File: config.mk
export PLATFORM = sky130hd
export DESIGN_NAME = turn_sequencer
export DESIGN_NICKNAME = d
export VERILOG_FILES = /design/src/rtl/chicken_pkg.sv /design/src/rtl/cycle_timer.sv /design/src/rtl/turn_sequencer.sv
export SDC_FILE = /design/constraint.sdc
export NUM_CORES = 1
export LEC_CHECK = 0
export ABC_AREA = 1
export BUFFER_PORTS_ARGS = -buffer_cell sky130_fd_sc_hd__buf_4
export CAP_MARGIN = 20
export CORE_ASPECT_RATIO = 1.4
export CORE_MARGIN = 1
export CORE_UTILIZATION = 62
export CTS_CLUSTER_SIZE = 16
export DETAILED_ROUTE_END_ITERATION = 16
export GPL_ROUTABILITY_DRIVEN = 0
export PLACE_DENSITY = 0.8
export SKIP_CTS_REPAIR_TIMING = 1
export SYNTH_ARGS = -nofsm -noshare
export SYNTH_HDL_FRONTEND = slang
export SYNTH_SLANG_ARGS = --single-unit
File: constraint.sdc
create_clock -name clk -period 1.7 [get_ports clk]
set_input_delay 0.34 -clock clk [delete_from_list [all_inputs] [get_ports clk]]
set_output_delay 0.34 -clock clk [all_outputs]
set_load 0.005 [all_outputs]
File: src/rtl/chicken_pkg.sv
`default_nettype none
// ============================================================================
//  Package     : chicken_pkg
//  Description : Shared constants for the chicken board game-flow blocks:
//                turn-sequencer state encoding, player codes and the
//                player-rotation helper.
//  Revision    : 1.0  initial release
// ============================================================================
package chicken_pkg;

    // Turn-sequencer state encoding (3-bit, shared with display logic)
    localparam logic [2:0] ST_IDLE      = 3'd0;
    localparam logic [2:0] ST_WAIT_FLIP = 3'd1;
    localparam logic [2:0] ST_REVEAL    = 3'd2;
    localparam logic [2:0] ST_JUDGE     = 3'd3;
    localparam logic [2:0] ST_MOVE      = 3'd4;
    localparam logic [2:0] ST_SETTLE    = 3'd5;
    localparam logic [2:0] ST_CHECK     = 3'd6;
    localparam logic [2:0] ST_GAME_OVER = 3'd7;

    // Player codes; code 0 never names a real player
    localparam logic [1:0] PLAYER_NONE  = 2'd0;
    localparam logic [1:0] PLAYER_FIRST = 2'd1;

    // Hand the turn to the next player, wrapping from the last one to the first
    function automatic logic [1:0] next_player(input logic [1:0] cur,
                                               input logic [1:0] last);
        return (cur == last) ? PLAYER_FIRST : cur + 2'd1;
    endfunction

endpackage
`default_nettype wire

File: src/rtl/cycle_timer.sv
`default_nettype none
// ============================================================================
//  Module      : cycle_timer
//  Description : Counts enabled cycles since the last load; done is high in
//                the LIMIT-th enabled cycle, after which the count restarts.
//  Revision    : 1.0  initial release
// ============================================================================
module cycle_timer #(
    parameter int LIMIT = 1
) (
    input  logic clk,
    input  logic rst,
    input  logic load,
    input  logic enable,
    output logic done
);

    localparam int CW = $clog2(LIMIT + 1);

    logic [CW-1:0] count_q;
    logic [CW-1:0] count_d;

    // Expiry is flagged during the last counted cycle so the owner can act on the same edge
    assign done = enable && !load && (count_q == CW'(LIMIT - 1));

    // Next count: restart on load or expiry, otherwise advance while enabled
    always_comb begin
        count_d = count_q;
        if (load || done) begin
            count_d = '0;
        end else if (enable) begin
            count_d = count_q + CW'(1);
        end
    end

    // Count register with synchronous active-low reset
    always_ff @(posedge clk) begin
        if (!rst) begin
            count_q <= '0;
        end else begin
            count_q <= count_d;
        end
    end

endmodule
`default_nettype wire

File: src/rtl/turn_sequencer.sv
`default_nettype none
// ============================================================================
//  Module      : turn_sequencer
//  Description : Game-flow controller for the chicken board. Owns the current
//                player T, runs each turn (flip, reveal, judge, move, win
//                check) and issues the clear / move pulses for the position
//                counters. All outputs are registered.
//  Revision    : 1.0  initial release
// ============================================================================
module turn_sequencer
    import chicken_pkg::*;
#(
    parameter int NUM_PLAYERS    = 3,
    parameter int REVEAL_CYCLES  = 50_000_000,
    parameter int TIMEOUT_CYCLES = 500_000_000
) (
    input  logic       clk,
    input  logic       rst,
    input  logic       start,
    input  logic       B,
    input  logic       match,
    input  logic       W,
    output logic [1:0] T,
    output logic       clr,
    output logic       move_en,
    output logic       reveal,
    output logic       game_over,
    output logic [1:0] winner
);

    localparam logic [1:0] LAST_PLAYER = 2'(NUM_PLAYERS);

    logic [2:0] state_q,     state_d;
    logic [1:0] t_q,         t_d;
    logic [1:0] winner_q,    winner_d;
    logic       clr_q,       clr_d;
    logic       move_en_q,   move_en_d;
    logic       reveal_q,    reveal_d;
    logic       game_over_q, game_over_d;

    logic reveal_done;
    logic timeout_done;

    // Reveal timer: held in reload outside REVEAL so every reveal lasts the full period
    cycle_timer #(
        .LIMIT (REVEAL_CYCLES)
    ) u_reveal_timer (
        .clk    (clk),
        .rst    (rst),
        .load   (state_q != ST_REVEAL),
        .enable (state_q == ST_REVEAL),
        .done   (reveal_done)
    );

    // Turn-timeout timer: only runs while waiting for a flip; absent when disabled
    generate
        if (TIMEOUT_CYCLES > 0) begin : g_timeout
            cycle_timer #(
                .LIMIT (TIMEOUT_CYCLES)
            ) u_timeout_timer (
                .clk    (clk),
                .rst    (rst),
                .load   (state_q != ST_WAIT_FLIP),
                .enable (state_q == ST_WAIT_FLIP),
                .done   (timeout_done)
            );
        end else begin : g_no_timeout
            assign timeout_done = 1'b0;
        end
    endgenerate

    // State, player, winner and output registers
    always_ff @(posedge clk) begin
        if (!rst) begin
            state_q     <= ST_IDLE;
            t_q         <= PLAYER_FIRST;
            winner_q    <= PLAYER_NONE;
            clr_q       <= 1'b0;
            move_en_q   <= 1'b0;
            reveal_q    <= 1'b0;
            game_over_q <= 1'b0;
        end else begin
            state_q     <= state_d;
            t_q         <= t_d;
            winner_q    <= winner_d;
            clr_q       <= clr_d;
            move_en_q   <= move_en_d;
            reveal_q    <= reveal_d;
            game_over_q <= game_over_d;
        end
    end

    // Next state, turn rotation and winner capture
    always_comb begin
        state_d  = state_q;
        t_d      = t_q;
        winner_d = winner_q;
        case (state_q)
            ST_IDLE, ST_GAME_OVER: begin
                if (start) begin
                    state_d  = ST_WAIT_FLIP;
                    t_d      = PLAYER_FIRST;
                    winner_d = PLAYER_NONE;
                end
            end
            ST_WAIT_FLIP: begin
                // A flip takes priority over a simultaneous timeout
                if (B) begin
                    state_d = ST_REVEAL;
                end else if (timeout_done) begin
                    t_d = next_player(t_q, LAST_PLAYER);
                end
            end
            ST_REVEAL: begin
                if (reveal_done) begin
                    state_d = ST_JUDGE;
                end
            end
            ST_JUDGE: begin
                if (match) begin
                    state_d = ST_MOVE;
                end else begin
                    state_d = ST_WAIT_FLIP;
                    t_d     = next_player(t_q, LAST_PLAYER);
                end
            end
            ST_MOVE: begin
                state_d = ST_SETTLE;
            end
            ST_SETTLE: begin
                state_d = ST_CHECK;
            end
            ST_CHECK: begin
                // No win keeps the same player for a bonus flip
                if (W) begin
                    state_d  = ST_GAME_OVER;
                    winner_d = t_q;
                end else begin
                    state_d = ST_WAIT_FLIP;
                end
            end
            default: begin
                state_d = ST_IDLE;
            end
        endcase
    end

    // Registered outputs decoded from the state being entered
    always_comb begin
        clr_d       = ((state_q == ST_IDLE) || (state_q == ST_GAME_OVER)) && start;
        move_en_d   = (state_d == ST_MOVE);
        reveal_d    = (state_d == ST_REVEAL);
        game_over_d = (state_d == ST_GAME_OVER);
    end

    assign T         = t_q;
    assign winner    = winner_q;
    assign clr       = clr_q;
    assign move_en   = move_en_q;
    assign reveal    = reveal_q;
    assign game_over = game_over_q;

endmodule
`default_nettype wire

==> flow_metrics.env, run 1 <==
export IMPL_status="completed"
export IMPL_yosys_area_top_type="dfxtp_1"
export IMPL_worstPathArrival_ps=1820
export IMPL_synth_edf_count=0
export IMPL_final_nets=584
export IMPL_ys_top_cells_by_count="147 x nand2_1, 104 x nor2_1, 71 x inv_1, 66 x dfxtp_1, 40 x nand3_1"
export IMPL_die_h_um=91.92
export IMPL_vdd_ir_drop_worst_uv=520.0
export IMPL_die_w_um=66.23
export IMPL_routedWlPerCell_um=11.47
export IMPL_hold_path_class="input port to flop"
export IMPL_hpwl_mm=5.610
export IMPL_dpl_cell_area_sq_um=3761
export IMPL_synth_cell_type_count=30
export IMPL_criticalPathCategory="flop to flop"
export IMPL_cts_reportedPaths_clkPinSlew_ps=70
export IMPL_routed_wl_mm=7.434
export IMPL_htree_levels=3
export IMPL_grt_overflow=0
export IMPL_grt_pass1_wl_mm=12.91
export IMPL_numPortBuffers=13
export IMPL_synth_seq_cells=66
export IMPL_relSlewSlack=0.7378
export IMPL_ios=14
export IMPL_cts_sinks=66
export IMPL_vias=3340
export IMPL_maxCapViolations=0
export IMPL_viasPerCell=5.154
export IMPL_grt_util_all_layers=0.2735
export IMPL_area_growth_pct=12.26
export IMPL_worst_skew_pair_late_latency_ps=340
export IMPL_cts_tree="done"
export IMPL_grt_max_degree=16
export IMPL_worstSetupEndpointType="flop"
export IMPL_synth_most_common_cell="nand2_1"
export IMPL_synth_top_cell_area_share=0.3690
export IMPL_p_leak_nw=1.626
export IMPL_fin_crit_ps=1581
export IMPL_tns_ps=0
export IMPL_core_sq_um=5525
export IMPL_setup_violations=0
export IMPL_crit_fanout=10
export IMPL_ys_flop_type="dfxtp_1"
export IMPL_rows=32
export IMPL_syn_instance_count=550
export IMPL_crit_required_ps=1940
export IMPL_cts_root_buffer="clkbuf_8"
export IMPL_synth_area_sq_um=3581
export IMPL_drc=0
export IMPL_cts_buffers=9
export IMPL_timing_final_crit_share=0.9299
export IMPL_ant_nets=0
export IMPL_synth_warning_count=0
export IMPL_synth_seq_area_share=0.3690
export IMPL_drtPass1Iterations=4
export IMPL_final_max_slew_viol_count=0
export IMPL_avgSynthCellArea_sq_um=6.511
export IMPL_drive_above_1_share=0.1276
export IMPL_synth_area_top_cells="dfxtp_1 37%, nand2_1 15%, nor2_1 11%, inv_1 7.4%, nand3_1 5.6%"
export IMPL_clock_skew_ps=6.671
export IMPL_hold_viol=0
export IMPL_tightestPinTransition_ps=391.9
export IMPL_async_reset_ff_frac=0
export IMPL_max_freq_mhz=632.6
export IMPL_drt_iter0_drc=173
export IMPL_pwr_density_cell_nw_per_um2=804.4
export IMPL_antenna_found_initial=0
export IMPL_fin_area_sq_um=4020
export IMPL_initial_core_util=0.6481
export IMPL_dieArea_sq_um=6088
export IMPL_start_kind="flop"
export IMPL_clockBufferDepth=2
export IMPL_syn_nets=559
export IMPL_rsz0062_at_grt="no"
export IMPL_grt_pass1_vias=3291
export IMPL_antennaDiodeCount=0
[cell families after synthesis]
family                     Yosys count  synth area share
xor gates and xnor gates            18           0.04403
DFF                                 66            0.3690
adders and majority gates            3           0.01048
and+or+nand+nor                    352            0.4416
buffers and inverters               88            0.1010
AOI/OAI and AO/OA                   23           0.03389
[path summary, 6_finish.rpt]
check,cells after the start,start,slack (ps),end
min reg2reg,1,g_timeout.u_timeout_timer.count_q[0]$_SDFFE_PP0P_,420,g_timeout.u_timeout_timer.count_q[0]$_SDFFE_PP0P_
max,9,g_timeout.u_timeout_timer.count_q[1]$_SDFFE_PP0P_,120,g_timeout.u_timeout_timer.count_q[26]$_SDFFE_PP0P_
max reg2reg,9,g_timeout.u_timeout_timer.count_q[1]$_SDFFE_PP0P_,120,g_timeout.u_timeout_timer.count_q[26]$_SDFFE_PP0P_
min,2,rst,260,T[0]$_SDFFE_PN1P_
[metal layers]
metal | vias to the layer above | global-route usage | part of all wire
met3 | 21 | 0.05597 | 0.034
li1 | 1752 | - | -
met4 | 0 | 0.1560 | 0.030
met5 | - | 0 | 0
met1 | 1497 | 0.2753 | 0.42
met2 | 70 | 0.5009 | 0.52
[power breakdown]
part,switching (mW),total [mW],internal [mW]
combinational,0.169,0.284,0.115
clock,0.590,1.35,0.755
sequential,0.0281,1.60,1.58
total,0.788,3.23,2.45
[placed cells by master, fill, tap and decap left out, types with 3 or more instances in the layout]
| cell | count |
|---|---|
| inv_2 | 6 |
| xnor2_1 | 9 |
| nand2_1 | 147 |
| clkinv_2 | 3 |
| nor2_2 | 4 |
| a21oi_1 | 16 |
| xor2_1 | 9 |
| nand3b_1 | 5 |
| o21ai_0 | 4 |
| clkbuf_8 | 11 |
| dfxtp_1 | 65 |
| or2_0 | 3 |
| nor2_1 | 104 |
| nand3_1 | 39 |
| inv_1 | 71 |
| nand2_2 | 5 |
| buf_4 | 21 |
| nor3_1 | 13 |
| nand4_1 | 14 |
| nand3_2 | 4 |
| nor2_4 | 5 |
| nor3_2 | 3 |
[worst max-delay path, stage by stage (launching register included)]
cell	delay (ps)
dfxtp_1	360
ha_2	220
nand3_2	120
nor2_4	140
nand2_2	90
nor2_4	170
buf_12	140
nand2_2	70
nor3_2	110
nor2_1	60
[final cells by class]
cell class | count | area [sq um]
multi-input combinational | 396 | 1911
tap | 68 | 85.08
timing repair buffer | 23 | 197.7
clock buffer | 12 | 155.1
clock inverter | 4 | 50.05
sequential | 66 | 1323
fill | 482 | 1505
inverter | 79 | 299.0
[metrics by stage]
stage          utilization  power (mW)  setup slack (ps)  hold slack [ps]  instances
6_report            0.7276       3.234             119.2            260.6        648
5_1_grt             0.7276       3.367            0.2607            261.6        648
4_1_cts             0.7178       3.258             3.034            251.8        646
3_5_place_dp        0.6807       1.924             11.76            436.4        630
3_3_place_gp        0.6807       1.916             105.8            426.8        630
2_1_floorplan            -       1.831             213.4            417.6        550
[flip-flops by register name, summed over array words and instances, names as in the netlist]
| name | count |
|---|---|
| T | 2 |
| clr | 1 |
| g_timeout.u_timeout_timer.count_q | 29 |
| game_over | 1 |
| move_en | 1 |
| reveal | 1 |
| state_q | 3 |
| u_reveal_timer.count_q | 26 |
| winner | 2 |
Power figures use the tool's default switching activity.
==> inputs of run 2 (changes only) <==
--- a/config.mk
+++ b/config.mk
@@ -10,11 +10,11 @@
 export CAP_MARGIN = 20
 export CORE_ASPECT_RATIO = 1.4
 export CORE_MARGIN = 1
-export CORE_UTILIZATION = 62
+export CORE_UTILIZATION = 56
 export CTS_CLUSTER_SIZE = 16
 export DETAILED_ROUTE_END_ITERATION = 16
 export GPL_ROUTABILITY_DRIVEN = 0
-export PLACE_DENSITY = 0.8
+export PLACE_DENSITY = 0.76
 export SKIP_CTS_REPAIR_TIMING = 1
 export SYNTH_ARGS = -nofsm -noshare
 export SYNTH_HDL_FRONTEND = slang
==> constraint.sdc (replaced) <==
create_clock -name clk -period 1.4 [get_ports clk]
set_input_delay 0.28 -clock clk [delete_from_list [all_inputs] [get_ports clk]]
set_output_delay 0.28 -clock clk [all_outputs]
set_load 0.005 [all_outputs]
==> flow_metrics.env, run 2 (same netlist as run 1, synthesis figures left out) <==
export IMPL_relSlewSlack=0.8075
export IMPL_antenna_found_initial=0
export IMPL_fin_area_sq_um=4792
export IMPL_hpwl_mm=6.277
export IMPL_cts_root_buffer="clkbuf_8"
export IMPL_rows=34
export IMPL_cp_top_family="simple AND/OR/NAND/NOR gates"
export IMPL_vdd_ir_drop_worst_uv=726.2
export IMPL_cpPeakStageDelay_ps=370
export IMPL_reg_top3="g_timeout.u_timeout_timer.count_q x29, u_reveal_timer.count_q x26, state_q x3"
export IMPL_start_kind="flop"
export IMPL_finalWorstSetupSlack_ps=-50.30
export IMPL_die_h_um=96.62
export IMPL_drive_above_1_share=0.3354
export IMPL_clockBufferDepth=2
export IMPL_violations="negative setup slack"
export IMPL_drt_iter0_drc=189
export IMPL_dpl_cell_area_sq_um=4228
export IMPL_worst_skew_pair_late_latency_ps=350
export IMPL_maxCapViolations=0
export IMPL_crit_fanout=10
export IMPL_r2r_slack_ps=-50
export IMPL_cts_buffers=9
export IMPL_worstPathArrival_ps=1730
export IMPL_timing_rr_start="g_timeout.u_timeout_timer.count_q[1]$_SDFFE_PP0P_"
export IMPL_die_w_um=69.59
export IMPL_grt_max_degree=16
export IMPL_cts_reportedPaths_clkPinSlew_ps=80
export IMPL_cp_num_cells=10
export IMPL_cts_tree="done"
export IMPL_critical_path_buf_inv_count=1
export IMPL_viasPerCell=5.292
export IMPL_antennaDiodeCount=0
export IMPL_crit_path_end="g_timeout.u_timeout_timer.count_q[22]$_SDFFE_PP0P_"
export IMPL_rsz0062_at_grt="yes"
export IMPL_ant_nets=0
export IMPL_grt_overflow=0
export IMPL_path_cells="ha_4 -> nand3_4 -> nor2_4 -> nand2_2 -> nor2_4 -> buf_12 -> nand3_2 -> nand2_1 -> nand2_1 -> nor2_1"
export IMPL_numPortBuffers=13
export IMPL_core_sq_um=6211
export IMPL_crit_required_ps=1680
export IMPL_final_nets=642
export IMPL_critPathLaunch="g_timeout.u_timeout_timer.count_q[1]$_SDFFE_PP0P_"
export IMPL_tns_ps=-115.1
export IMPL_status="finished with violations"
export IMPL_final_cell_mix="137 x nand2_1, 88 x nor2_1, 75 x buf_4"
export IMPL_cts_sinks=66
export IMPL_top_register="g_timeout.u_timeout_timer.count_q"
export IMPL_fin_crit_ps=1450
export IMPL_dieArea_sq_um=6723
export IMPL_initial_core_util=0.5766
export IMPL_ios=14
export IMPL_grt_pass1_vias=3548
export IMPL_drtPass1Iterations=4
export IMPL_area_growth_pct=33.82
export IMPL_crit_slowest_cell="dfxtp_4"
export IMPL_largest_reg_flops=29
export IMPL_worstSetupEndpointType="flop"
export IMPL_reg2reg_to="g_timeout.u_timeout_timer.count_q[22]$_SDFFE_PP0P_"
export IMPL_timing_final_crit_share=1.036
export IMPL_grt_util_all_layers=0.2643
export IMPL_max_freq_mhz=689.5
export IMPL_rr_worst_depth=10
export IMPL_clock_skew_ps=10.10
export IMPL_hold_viol=0
export IMPL_drc=0
export IMPL_p_leak_nw=1.995
export IMPL_routed_wl_mm=9.506
export IMPL_final_max_slew_viol_count=0
export IMPL_hold_path_class="input port to flop"
export IMPL_pwr_density_cell_nw_per_um2=812.3
export IMPL_tightestPinTransition_ps=286.5
export IMPL_htree_levels=3
export IMPL_routedWlPerCell_um=13.39
export IMPL_vias=3757
export IMPL_criticalPathCategory="flop to flop"
export IMPL_nFillCells=423
export IMPL_grt_pass1_wl_mm=14.50
export IMPL_layout_commonest_cell="nand2_1"
export IMPL_setup_violations=7
==> run 2: cell types whose count changed in the layout (fill, tap and decap cells not counted), moves of 7 or more <==
cell / change
buf_4: +54
dfxtp_1: -27
dfxtp_2: +22
nor2_1: -16
inv_1: -10
nand2_1: -10
inv_2: +8
nand2_2: +8
nor2_2: +8
nor2_4: +8
nand3_1: -7
==> run 2: final cells by class <==
type                    count  area [sq um]  area share
clock buffers              10         137.6     0.02872
clock inverters             6         41.29    0.008616
inverters                  79         311.5     0.06501
multi-input cells         396          2191      0.4572
flip-flops and latches     66          1369      0.2856
well taps                  72         90.09     0.01880
repair buffers             81         651.9      0.1360
==> run 2: routing by layer <==
layer,global-route usage,share of wire
met2,0.4742,0.53
met3,0.03854,0.031
met1,0.2890,0.40
met5,0,0
met4,0.1570,0.037
==> run 2: stage by stage <==
step | worst slack [ps] | hold slack (ps) | std cells | power (mW) | utilization
after floorplan | -9.856 | 394.9 | 550 | 2.226 | -
after global placement | -43.36 | 399.0 | 689 | 2.368 | 0.6807
after detailed placement | -88.24 | 407.7 | 689 | 2.384 | 0.6807
after CTS | -108.6 | 180.7 | 705 | 3.841 | 0.7095
after global routing | -150.3 | 193.4 | 710 | 4.054 | 0.7716
final | -50.30 | 200.4 | 710 | 3.893 | 0.7716
==> run 2: worst min-delay path by stage <==
| stage | start | endpoint | slack, ps | cells after the start |
|---|---|---|---|---|
| after floorplan | g_timeout.u_timeout_timer.count_q[0]$_SDFFE_PP0P_ | g_timeout.u_timeout_timer.count_q[0]$_SDFFE_PP0P_ | 390 | 1 |
| after global placement | g_timeout.u_timeout_timer.count_q[0]$_SDFFE_PP0P_ | g_timeout.u_timeout_timer.count_q[0]$_SDFFE_PP0P_ | 400 | 1 |
| after detailed placement | g_timeout.u_timeout_timer.count_q[0]$_SDFFE_PP0P_ | g_timeout.u_timeout_timer.count_q[0]$_SDFFE_PP0P_ | 410 | 1 |
| after CTS | rst | T[0]$_SDFFE_PN1P_ | 180 | 2 |
| after global routing | rst | T[0]$_SDFFE_PN1P_ | 190 | 2 |
| final | rst | T[0]$_SDFFE_PN1P_ | 200 | 2 |
==> run 2: where the power goes <==
part           internal [mW]  total, mW  switching, mW
Clock                  0.689       1.47          0.783
Combinational          0.209      0.473          0.264
Sequential              1.91       1.95         0.0393
==> inputs of run 3 (changes only) <==
--- a/config.mk
+++ b/config.mk
@@ -9,12 +9,12 @@
 export BUFFER_PORTS_ARGS = -buffer_cell sky130_fd_sc_hd__buf_4
 export CAP_MARGIN = 20
 export CORE_ASPECT_RATIO = 1.4
-export CORE_MARGIN = 1
-export CORE_UTILIZATION = 56
+export CORE_MARGIN = 4
+export CORE_UTILIZATION = 65
 export CTS_CLUSTER_SIZE = 16
 export DETAILED_ROUTE_END_ITERATION = 16
 export GPL_ROUTABILITY_DRIVEN = 0
-export PLACE_DENSITY = 0.76
+export PLACE_DENSITY = 0.83
 export SKIP_CTS_REPAIR_TIMING = 1
 export SYNTH_ARGS = -nofsm -noshare
 export SYNTH_HDL_FRONTEND = slang
==> constraint.sdc (replaced) <==
create_clock -name clk -period 1.85 [get_ports clk]
set_input_delay 0.37 -clock clk [delete_from_list [all_inputs] [get_ports clk]]
set_output_delay 0.37 -clock clk [all_outputs]
set_load 0.005 [all_outputs]
==> flow_metrics.env, run 3 (same netlist as run 1, synthesis figures left out) <==
export IMPL_netSwitchingPower_mw=0.7639
export IMPL_vdd_ir_drop_worst_uv=667.6
export IMPL_dieArea_sq_um=6777
export IMPL_total_power_mw=2.974
export IMPL_top_register="g_timeout.u_timeout_timer.count_q"
export IMPL_ios=14
export IMPL_relSlewSlack=0.7120
export IMPL_p_leak_nw=1.602
export IMPL_crit_required_ps=2100
export IMPL_cts_reportedPaths_clkPinSlew_ps=70
export IMPL_grt_pass1_wl_mm=13.68
export IMPL_vias=3341
export IMPL_status="completed"
export IMPL_routedWlPerCell_um=12.12
export IMPL_largest_reg_flops=29
export IMPL_ant_nets=0
export IMPL_cts_buffers=9
export IMPL_p_comb_frac=0.088
export IMPL_final_cell_mix="147 x nand2_1, 104 x nor2_1, 70 x inv_1"
export IMPL_antennaDiodeCount=0
export IMPL_core_sq_um=5275
export IMPL_grt_max_degree=16
export IMPL_tns_ps=0
export IMPL_p_int_mw=2.210
export IMPL_clockBufferDepth=2
export IMPL_nFillCells=441
export IMPL_numPortBuffers=13
export IMPL_worstPathArrival_ps=1980
export IMPL_worst_skew_pair_late_latency_ps=350
export IMPL_tightestPinTransition_ps=430.5
export IMPL_max_freq_mhz=578.5
export IMPL_setup_violations=0
export IMPL_initial_core_util=0.6788
export IMPL_cts_sinks=66
export IMPL_final_max_slew_viol_count=0
export IMPL_pwr_density_cell_nw_per_um2=746.6
export IMPL_fin_crit_ps=1729
export IMPL_clock_skew_ps=10.75
export IMPL_layout_commonest_cell="nand2_1"
export IMPL_cts_root_buffer="clkbuf_8"
export IMPL_cts_tree="done"
export IMPL_antenna_found_initial=0
export IMPL_criticalPathCategory="flop to flop"
export IMPL_die_h_um=95.82
export IMPL_die_w_um=70.73
export IMPL_rows=31
export IMPL_viasPerCell=5.188
export IMPL_routed_wl_mm=7.806
export IMPL_htree_levels=3
export IMPL_hold_viol=0
export IMPL_hold_path_class="input port to flop"
export IMPL_rsz0062_at_grt="no"
export IMPL_start_kind="flop"
export IMPL_worstSetupEndpointType="flop"
export IMPL_grt_overflow=0
export IMPL_drive_above_1_share=0.1246
export IMPL_p_clk_frac=0.415
export IMPL_drt_iter0_drc=193
export IMPL_crit_fanout=5
export IMPL_hpwl_mm=5.759
export IMPL_grt_pass1_vias=3210
export IMPL_drtPass1Iterations=5
export IMPL_grt_util_all_layers=0.2520
export IMPL_timing_final_crit_share=0.9343
export IMPL_p_sw_frac=0.2569
export IMPL_reg_top3="g_timeout.u_timeout_timer.count_q x29, u_reveal_timer.count_q x26, state_q x3"
export IMPL_final_nets=582
export IMPL_drc=0
export IMPL_fin_util=0.7552
export IMPL_seqPwrFrac=0.496
export IMPL_maxCapViolations=0
export IMPL_area_growth_pct=11.25
-- run 3: changes by cell type in the layout (fill, tap and decap cells not counted), moves of 8 or more --
cell	before	now
nor2_2	12	4
dfxtp_1	38	66
inv_1	61	70
nand2_2	13	5
buf_4	75	20
nand2_1	137	147
dfxtp_2	23	0
nor2_1	88	104
-- run 3: critical path, cell delays in order, from the launching register on --
cell and delay, ps:
dfxtp_1 360, ha_1 190, nand3_1 180, nor2_4 190, nand2_2 110, nor2_4 210
inv_2 70, nor2_1 140, nand2_1 70, nand2_1 70, nor2_1 40
-- run 3: final cells by class --
type / instances / area (sq um) / share of cell area
clock buffer: 10 / 137.6 / 0.03455
clock inverter: 6 / 66.31 / 0.01665
inverter: 79 / 299.0 / 0.07506
multi-input combinational: 397 / 1927 / 0.4837
sequential: 66 / 1321 / 0.3317
tap: 66 / 82.58 / 0.02073
timing repair buffer: 20 / 150.1 / 0.03769
-- run 3: power groups by stage --
stage / logic [mW] / clock network (mW) / registers (mW)
2_1_floorplan: 0.182 / 0 / 1.50
3_3_place_gp: 0.249 / 0 / 1.51
3_5_place_dp: 0.257 / 0 / 1.51
4_1_cts: 0.260 / 1.26 / 1.48
5_1_grt: 0.296 / 1.32 / 1.48
6_report: 0.263 / 1.23 / 1.48
-- run 3: path summary, 6_finish.rpt --
kind	from	end	slack (ps)	cells past startpoint
worst max-delay path	g_timeout.u_timeout_timer.count_q[0]$_SDFFE_PP0P_	g_timeout.u_timeout_timer.count_q[14]$_SDFFE_PP0P_	120	10
worst max register to register	g_timeout.u_timeout_timer.count_q[0]$_SDFFE_PP0P_	g_timeout.u_timeout_timer.count_q[14]$_SDFFE_PP0P_	120	10
worst min register to register	u_reveal_timer.count_q[0]$_SDFFE_PP0P_	u_reveal_timer.count_q[0]$_SDFFE_PP0P_	450	1
worst min-delay path	rst	T[0]$_SDFFE_PN1P_	290	2
-- run 3: stage by stage --
stage / hold slack (ps) / cells / instance area (sq um) / setup WS, ps
final: 291.3 / 644 / 3984 / 121.5
after global routing: 298.6 / 644 / 3984 / 17.06
after CTS: 272.2 / 641 / 3940 / 100.1
after detailed placement: 436.6 / 625 / 3736 / 130.9
after global placement: 428.5 / 625 / 3736 / 242.3
after floorplan: 417.6 / 550 / 3581 / 363.4
-- run 3: per-layer routing --
| metal | wire length [um] | vias up | global-route usage |
|---|---|---|---|
| li1 | - | 1761 | - |
| met1 | 3210 | 1505 | 0.2671 |
| met2 | 4167 | 56 | 0.4721 |
| met3 | 220 | 19 | 0.05016 |
| met4 | 208 | 0 | 0.1223 |
| met5 | 0 | - | 0 |
